`src/rtl/fetch_ctrl_if.sv`:
```
// Fetch sequencer bus: synchronous ROM read port plus the valid/ready
// instruction channel towards decode.
interface fetch_ctrl_if #(
  parameter int ADDR_WIDTH  = 8,
  parameter int INSTR_WIDTH = 16
);
  logic [ADDR_WIDTH-1:0]  rom_addr;
  logic [INSTR_WIDTH-1:0] rom_instr;
  logic                   out_valid;
  logic                   out_ready;
  logic [INSTR_WIDTH-1:0] out_instr;
  logic [ADDR_WIDTH-1:0]  out_pc;

  modport master (
    output rom_addr, out_valid, out_instr, out_pc,
    input  rom_instr, out_ready
  );

  modport slave (
    input  rom_addr, out_valid, out_instr, out_pc,
    output rom_instr, out_ready
  );
endinterface

```
`src/rtl/fetch_ctrl.sv`:
```
// Instruction-fetch sequencer: owns the PC, hides the 1-cycle ROM latency and
// feeds decode over valid/ready. Optional FETCH_WRAP_HALT_EN halts on PC wrap.
module fetch_ctrl #(
  parameter int ADDR_WIDTH  = 8,
  parameter int INSTR_WIDTH = 16,
  parameter int RESET_PC    = 0
) (
  input  logic                  clk,
  input  logic                  rst_n,
  input  logic                  start,
  input  logic                  halt,
  input  logic                  redirect_valid,
  input  logic [ADDR_WIDTH-1:0] redirect_pc,
  fetch_ctrl_if.master          bus,
  output logic                  running
`ifdef FETCH_WRAP_HALT_EN
  ,
  output logic                  wrap_halt
`endif
);

  localparam logic [ADDR_WIDTH-1:0] PC_RST = ADDR_WIDTH'(RESET_PC);
  localparam logic [ADDR_WIDTH-1:0] PC_ONE = ADDR_WIDTH'(1);
`ifdef FETCH_WRAP_HALT_EN
  localparam logic [ADDR_WIDTH-1:0] PC_MAX = '1;
`endif

  typedef enum logic [1:0] {
    S_IDLE   = 2'd0,
    S_RUN    = 2'd1,
    S_HALTED = 2'd2
  } state_e;

  state_e                 state_q, state_d;
  logic [ADDR_WIDTH-1:0]  fetch_pc_q, fetch_pc_d;
  logic                   inflight_q, inflight_d;
  logic [ADDR_WIDTH-1:0]  inflight_pc_q, inflight_pc_d;
  logic                   out_valid_q, out_valid_d;
  logic [INSTR_WIDTH-1:0] out_instr_q, out_instr_d;
  logic [ADDR_WIDTH-1:0]  out_pc_q, out_pc_d;
`ifdef FETCH_WRAP_HALT_EN
  logic                   wrap_halt_q, wrap_halt_d;
`endif

  logic                   adv;
  logic                   capture;
  logic                   issue;
  logic [ADDR_WIDTH-1:0]  issue_pc;
  logic [ADDR_WIDTH-1:0]  rom_addr_c;

  always_comb begin
    state_d       = state_q;
    fetch_pc_d    = fetch_pc_q;
    inflight_d    = inflight_q;
    inflight_pc_d = inflight_pc_q;
    out_valid_d   = out_valid_q;
    out_instr_d   = out_instr_q;
    out_pc_d      = out_pc_q;
`ifdef FETCH_WRAP_HALT_EN
    wrap_halt_d   = wrap_halt_q;
`endif
    rom_addr_c    = fetch_pc_q;
    capture       = 1'b0;
    issue         = 1'b0;
    issue_pc      = fetch_pc_q;
    adv           = !out_valid_q || bus.out_ready;

    case (state_q)
      S_RUN: begin
        if (redirect_valid) begin
          // Flush: whatever sits on the output this cycle is dropped.
          out_valid_d = 1'b0;
          issue       = 1'b1;
          issue_pc    = redirect_pc;
        end else begin
          capture = adv;
          if (halt) begin
            state_d    = S_HALTED;
            inflight_d = 1'b0;
            if (!adv && inflight_q) fetch_pc_d = inflight_pc_q;
          end else if (adv) begin
            issue = 1'b1;
          end else begin
            rom_addr_c = inflight_pc_q;
          end
        end
      end
      default: begin
        // A read can still be in flight here only after a wrap-halt.
        capture = adv;
        if (adv) begin
          inflight_d = 1'b0;
        end else if (inflight_q) begin
          rom_addr_c = inflight_pc_q;
        end
        if (start && !halt) begin
          state_d = S_RUN;
`ifdef FETCH_WRAP_HALT_EN
          wrap_halt_d = 1'b0;
`endif
          if (!inflight_q) begin
            issue    = 1'b1;
            issue_pc = (state_q == S_IDLE) ? PC_RST : fetch_pc_q;
          end
        end else if (redirect_valid) begin
          fetch_pc_d = redirect_pc;
        end
      end
    endcase

    if (capture) begin
      out_valid_d = inflight_q;
      if (inflight_q) begin
        out_instr_d = bus.rom_instr;
        out_pc_d    = inflight_pc_q;
      end
    end

    if (issue) begin
      rom_addr_c    = issue_pc;
      inflight_d    = 1'b1;
      inflight_pc_d = issue_pc;
      fetch_pc_d    = issue_pc + PC_ONE;
`ifdef FETCH_WRAP_HALT_EN
      if (issue_pc == PC_MAX) begin
        state_d     = S_HALTED;
        wrap_halt_d = 1'b1;
      end
`endif
    end
  end

  always_ff @(posedge clk or negedge rst_n) begin
    if (!rst_n) begin
      state_q       <= S_IDLE;
      fetch_pc_q    <= PC_RST;
      inflight_q    <= 1'b0;
      inflight_pc_q <= '0;
      out_valid_q   <= 1'b0;
      out_instr_q   <= '0;
      out_pc_q      <= '0;
`ifdef FETCH_WRAP_HALT_EN
      wrap_halt_q   <= 1'b0;
`endif
    end else begin
      state_q       <= state_d;
      fetch_pc_q    <= fetch_pc_d;
      inflight_q    <= inflight_d;
      inflight_pc_q <= inflight_pc_d;
      out_valid_q   <= out_valid_d;
      out_instr_q   <= out_instr_d;
      out_pc_q      <= out_pc_d;
`ifdef FETCH_WRAP_HALT_EN
      wrap_halt_q   <= wrap_halt_d;
`endif
    end
  end

  assign bus.rom_addr  = rom_addr_c;
  assign bus.out_valid = out_valid_q;
  assign bus.out_instr = out_instr_q;
  assign bus.out_pc    = out_pc_q;
  assign running       = (state_q == S_RUN);
`ifdef FETCH_WRAP_HALT_EN
  assign wrap_halt     = wrap_halt_q;
`endif

endmodule

```
`src/flat_wrapper.sv`:
```
// flat-port wrapper written by rule: the top's interface ports become plain ports
module fetch_ctrl_flat 
#(
  parameter int ADDR_WIDTH  = 8,
  parameter int INSTR_WIDTH = 16,
  parameter int RESET_PC    = 0
)
  (clk, rst_n, start, halt, redirect_valid, redirect_pc, running, bus_rom_addr, bus_out_valid, bus_out_instr, bus_out_pc, bus_rom_instr, bus_out_ready);
  fetch_ctrl_if #(.ADDR_WIDTH(ADDR_WIDTH), .INSTR_WIDTH(INSTR_WIDTH)) bus_i ();
  input  logic clk;
  input  logic rst_n;
  input  logic start;
  input  logic halt;
  input  logic redirect_valid;
  input  logic [ADDR_WIDTH-1:0] redirect_pc;
  output logic running;
  output wire logic [$bits(bus_i.rom_addr)-1:0] bus_rom_addr;
  output wire logic [$bits(bus_i.out_valid)-1:0] bus_out_valid;
  output wire logic [$bits(bus_i.out_instr)-1:0] bus_out_instr;
  output wire logic [$bits(bus_i.out_pc)-1:0] bus_out_pc;
  input wire logic [$bits(bus_i.rom_instr)-1:0] bus_rom_instr;
  input wire logic [$bits(bus_i.out_ready)-1:0] bus_out_ready;
  assign bus_rom_addr = bus_i.rom_addr;
  assign bus_out_valid = bus_i.out_valid;
  assign bus_out_instr = bus_i.out_instr;
  assign bus_out_pc = bus_i.out_pc;
  assign bus_i.rom_instr = bus_rom_instr;
  assign bus_i.out_ready = bus_out_ready;
  fetch_ctrl #(.ADDR_WIDTH(ADDR_WIDTH), .INSTR_WIDTH(INSTR_WIDTH), .RESET_PC(RESET_PC)) u_core (.clk(clk), .rst_n(rst_n), .start(start), .halt(halt), .redirect_valid(redirect_valid), .redirect_pc(redirect_pc), .bus(bus_i), .running(running));
endmodule
```
`config.mk`:
```
export PLATFORM = sky130hd
export DESIGN_NAME = fetch_ctrl_flat
export DESIGN_NICKNAME = d
export VERILOG_FILES = /design/src/rtl/fetch_ctrl_if.sv /design/src/rtl/fetch_ctrl.sv /design/src/flat_wrapper.sv
export SDC_FILE = /design/constraint.sdc
export NUM_CORES = 1
export LEC_CHECK = 0
export ABC_AREA = 1
export ABC_CLOCK_PERIOD_IN_PS = 3900
export CAP_MARGIN = 5
export CORE_AREA = 4 4 75 77
export CTS_CLUSTER_SIZE = 20
export DETAILED_ROUTE_END_ITERATION = 7
export DIE_AREA = 0 0 79 81
export PLACE_DENSITY = 0.82
export SYNTH_ARGS = -nofsm -noshare
export SYNTH_HDL_FRONTEND = slang
export SYNTH_SLANG_ARGS = --single-unit
```
`constraint.sdc`:
```
create_clock -name clk -period 3.9 [get_ports clk]
set_input_delay 0.78 -clock clk [delete_from_list [all_inputs] [get_ports clk]]
set_output_delay 0.78 -clock clk [all_outputs]
set_load 0.05 [all_outputs]
```
==> impl_metrics.json <==
{
  "gp_routability_congestion": 0.884,
  "core_area_um2": 5010,
  "fin_area_um2": 3460,
  "layout.cells.most_common": "sky130_fd_sc_hd__nand2_1",
  "ys_warn_count": 0,
  "worst_path_max_delay_cell": "sky130_fd_sc_hd__clkdlybuf4s50_1",
  "final_count_of_hold_timing_violations": 0,
  "synth-seq-area-share_pct": 41.7,
  "cts_tree": "built",
  "detail_route.drc_violations": 0,
  "synth_nets": 355,
  "netlist_area_um2": 2640,
  "route.detailed.vias_per_inst": 5.17,
  "ctsHoldBuffers": 0,
  "fillCellCount": 403,
  "timing.setup.critical_path_class": "input port to output port",
  "final_antenna_net_count": 0,
  "clock-sinks": 44,
  "crit_required_ns": 3.12,
  "die_h_um": 81,
  "most-common-layout-cells": "sky130_fd_sc_hd__nand2_1 (73), sky130_fd_sc_hd__clkdlybuf4s50_1 (54), sky130_fd_sc_hd__o21ai_0 (48)",
  "netlist-cell-type-count": 31,
  "num_vias": 2344,
  "synth_area_per_cell_um2": 8.15,
  "power-per-cell-area_nw_per_um2": 1050,
  "timing.max_slew.rel_slack_pct": 34.0,
  "count_of_flip_flops_with_a_built_in_enable_after_synthesis": 0,
  "port-buffer-count": 63,
  "multi_input_gate_area_um2": 1280,
  "outcome": "finished clean",
  "drv.max_cap_violation_count": 0,
  "timing.hold.worst.class": "register to register",
  "period_minus_slack_ns": 3.39,
  "cts_buffers": 5,
  "cell_leakage_power_uw": 0.00161,
  "finalCoreUtilization_pct": 69.1,
  "grt_pass1_vias": 2321,
  "syn2layout_area_growth_pct": 31.1,
  "postSynth.topFlopCell": "sky130_fd_sc_hd__dfrtp_1",
  "grt_util_all_layers_pct": 20.0,
  "crit_path_arrival_time_ns": 2.61,
  "row_count": 26,
  "ctsHtreeMaxLevel": 2,
  "cell_chain_of_the_critical_path": "clkdlybuf4s50_1, inv_1, nand2_1, o21ai_2, nand2_4, inv_2, nand2_1, o21ai_0, buf_12",
  "worst_vdd_rail_ir_drop_uv": 389,
  "detailedPlacementHpwl_um": 4450,
  "die-width_um": 79,
  "critical_path.n_buffers_inverters": 4,
  "cts.clk_slew.worst_paths_ns": 0.08,
  "cpMostUsedCell": "sky130_fd_sc_hd__nand2_1",
  "cts_root_buffer": "sky130_fd_sc_hd__clkbuf_8",
  "post_drt_wl_per_cell_um": 13.5,
  "synth-seq-cells": 44,
  "drt-total-wl_um": 6100,
  "setup_tns_ns": 0,
  "largest_net_degree_at_the_start_of_global_routing": 45,
  "final_max_slew_viol_count": 0,
  "worst_path_largest_cell_delay_ns": 0.42,
  "final-seq-area_um2": 1100,
  "first_pass_grt_wire_length_um": 10200,
  "antenna_violations_before_repair": 0,
  "rsz_0062_raised_after_global_routing": "false",
  "maximum_fanout_along_the_worst_path": 25,
  "source_to_sink_clock_delay_at_the_later_pin_of_the_worst_skew_pair_ns": 0.30,
  "final_layout_size_suffix_gt1_share_pct": 19.1,
  "initial_cell_density_of_the_core_pct": 52.7,
  "maxClockFrequency_ghz": 0.295,
  "detail_route.iter0.violations": 160,
  "cts-root-to-sink-buffers": 2,
  "num_io_pins": 64,
  "globalRoute.totalOverflow": 0,
  "timing.critical_path.from_type": "input port",
  "post_cts.repair.setup_buffers": 0,
  "placement.cell_area_um2": 3330,
  "number_of_antenna_repair_diodes": 0,
  "post_cts_resized": 0,
  "worstSetupEndpointType": "output port",
  "ys_async_sr_fraction_pct": 100,
  "report.final.setup_viol": 0,
  "period_share_pct": 86.8,
  "fin_worst_skew_ns": 0.00450,
  "nets": 414,
  "max_slew.worst_pin.slew_ns": 0.990,
  "critPathTopFamily": "buffers and inverters",
  "drt_pre_antenna_iters": 6,
  "floorplan.die_area_um2": 6400,
  "postSynthCellCount": 324
}
-- per-layer routing --
layer  track usage, %  vias up  share of wire (%)
met5                0        -                  0
met4             6.19        0                1.0
met3             3.66       10                8.9
met2             35.8       94                 49
met1             24.5     1096                 41
li1                 -     1144                  -
-- where the power goes --
group / internal, uW / switching, uW / total (uW)
combinational: 868 / 1550 / 2420
clock: 252 / 156 / 408
sequential: 677 / 124 / 801
-- layout make-up --
type,instances,area share (%)
clock buffers,5,1.99
repair buffers,64,20.6
multi-input cells,228,37.0
clock inverters,2,1.73
inverters,40,4.34
well taps,70,2.53
flip-flops and latches,44,31.8
-- flip-flops by register name, indices dropped and copies added, names as in the netlist --
register and flops:
u_core.fetch_pc_q 8, u_core.bus.out_pc 8, u_core.inflight_pc_q 8, u_core.state_q 2, u_core.bus.out_valid 1, u_core.bus.out_instr 16
u_core.inflight_q 1
-- synth_stat cells, types with 2 or more instances --
library cell              count  area (um^2)
sky130_fd_sc_hd__nor2_2       3         18.8
sky130_fd_sc_hd__nand3_1      7         35.0
sky130_fd_sc_hd__dfrtp_1     44         1100
sky130_fd_sc_hd__nand2_1     73          274
sky130_fd_sc_hd__mux2_2      15          169
sky130_fd_sc_hd__nand3_4      2         35.0
sky130_fd_sc_hd__o21ai_1      7         35.0
sky130_fd_sc_hd__nand2_4      6         67.6
sky130_fd_sc_hd__nand2_2     11         68.8
sky130_fd_sc_hd__nand3_2      3         30.0
sky130_fd_sc_hd__o21ai_0     48          240
sky130_fd_sc_hd__inv_1       33          124
sky130_fd_sc_hd__buf_2        5         25.0
sky130_fd_sc_hd__inv_2        7         26.3
sky130_fd_sc_hd__buf_6        4         45.0
sky130_fd_sc_hd__nor2_4       3         33.8
sky130_fd_sc_hd__nor2_1      36          135
sky130_fd_sc_hd__a21oi_1      4         20.0
-- cells by family (layout without fill, tap and decap cells) --
group,count (synthesis),count (layout),synth area share [%]
DFF,44,44,41.7
muxes,17,17,7.20
and+or+nand+nor,148,148,28.3
AOI/OAI and AO/OA,62,62,12.6
adders and majority gates,1,1,0.474
buffers and inverters,52,111,9.81
-- through the flow --
step	hold slack (ns)	power (uW)	setup WS, ns	cells
after global routing	0.532	3850	0.359	453
after global placement	0.465	3170	0.594	446
after floorplan	0.465	2470	0.549	324
after detailed placement	0.480	3230	0.534	446
final	0.494	3630	0.514	453
after CTS	0.501	3640	0.525	453
-- worst min-delay path: cells and delay by family, from the launching register on --
kind	cells	cell delay, ns
and+or+nand+nor	1	0.05
AOI/OAI and AO/OA	1	0.06
DFF	1	0.35
-- path summary, 6_finish.rpt --
check                                                    to  slack [ns]  cells after the start                        startpoint
setup / recovery                            bus_rom_addr[7]        0.51                      9                              halt
hold / removal             u_core.bus.out_pc[1]$_DFFE_PN0P_        0.49                      2  u_core.bus.out_pc[1]$_DFFE_PN0P_
setup reg to reg           u_core.fetch_pc_q[5]$_DFFE_PN0P_        1.71                     10     u_core.state_q[1]$_DFFE_PN0P_
hold reg to reg            u_core.bus.out_pc[1]$_DFFE_PN0P_        0.49                      2  u_core.bus.out_pc[1]$_DFFE_PN0P_
max in group asynchronous  u_core.bus.out_pc[0]$_DFFE_PN0P_        2.65                      1                             rst_n
min in group asynchronous  u_core.bus.out_pc[6]$_DFFE_PN0P_        0.64                      1                             rst_n
Note: power is estimated with default switching activity, not from simulation.
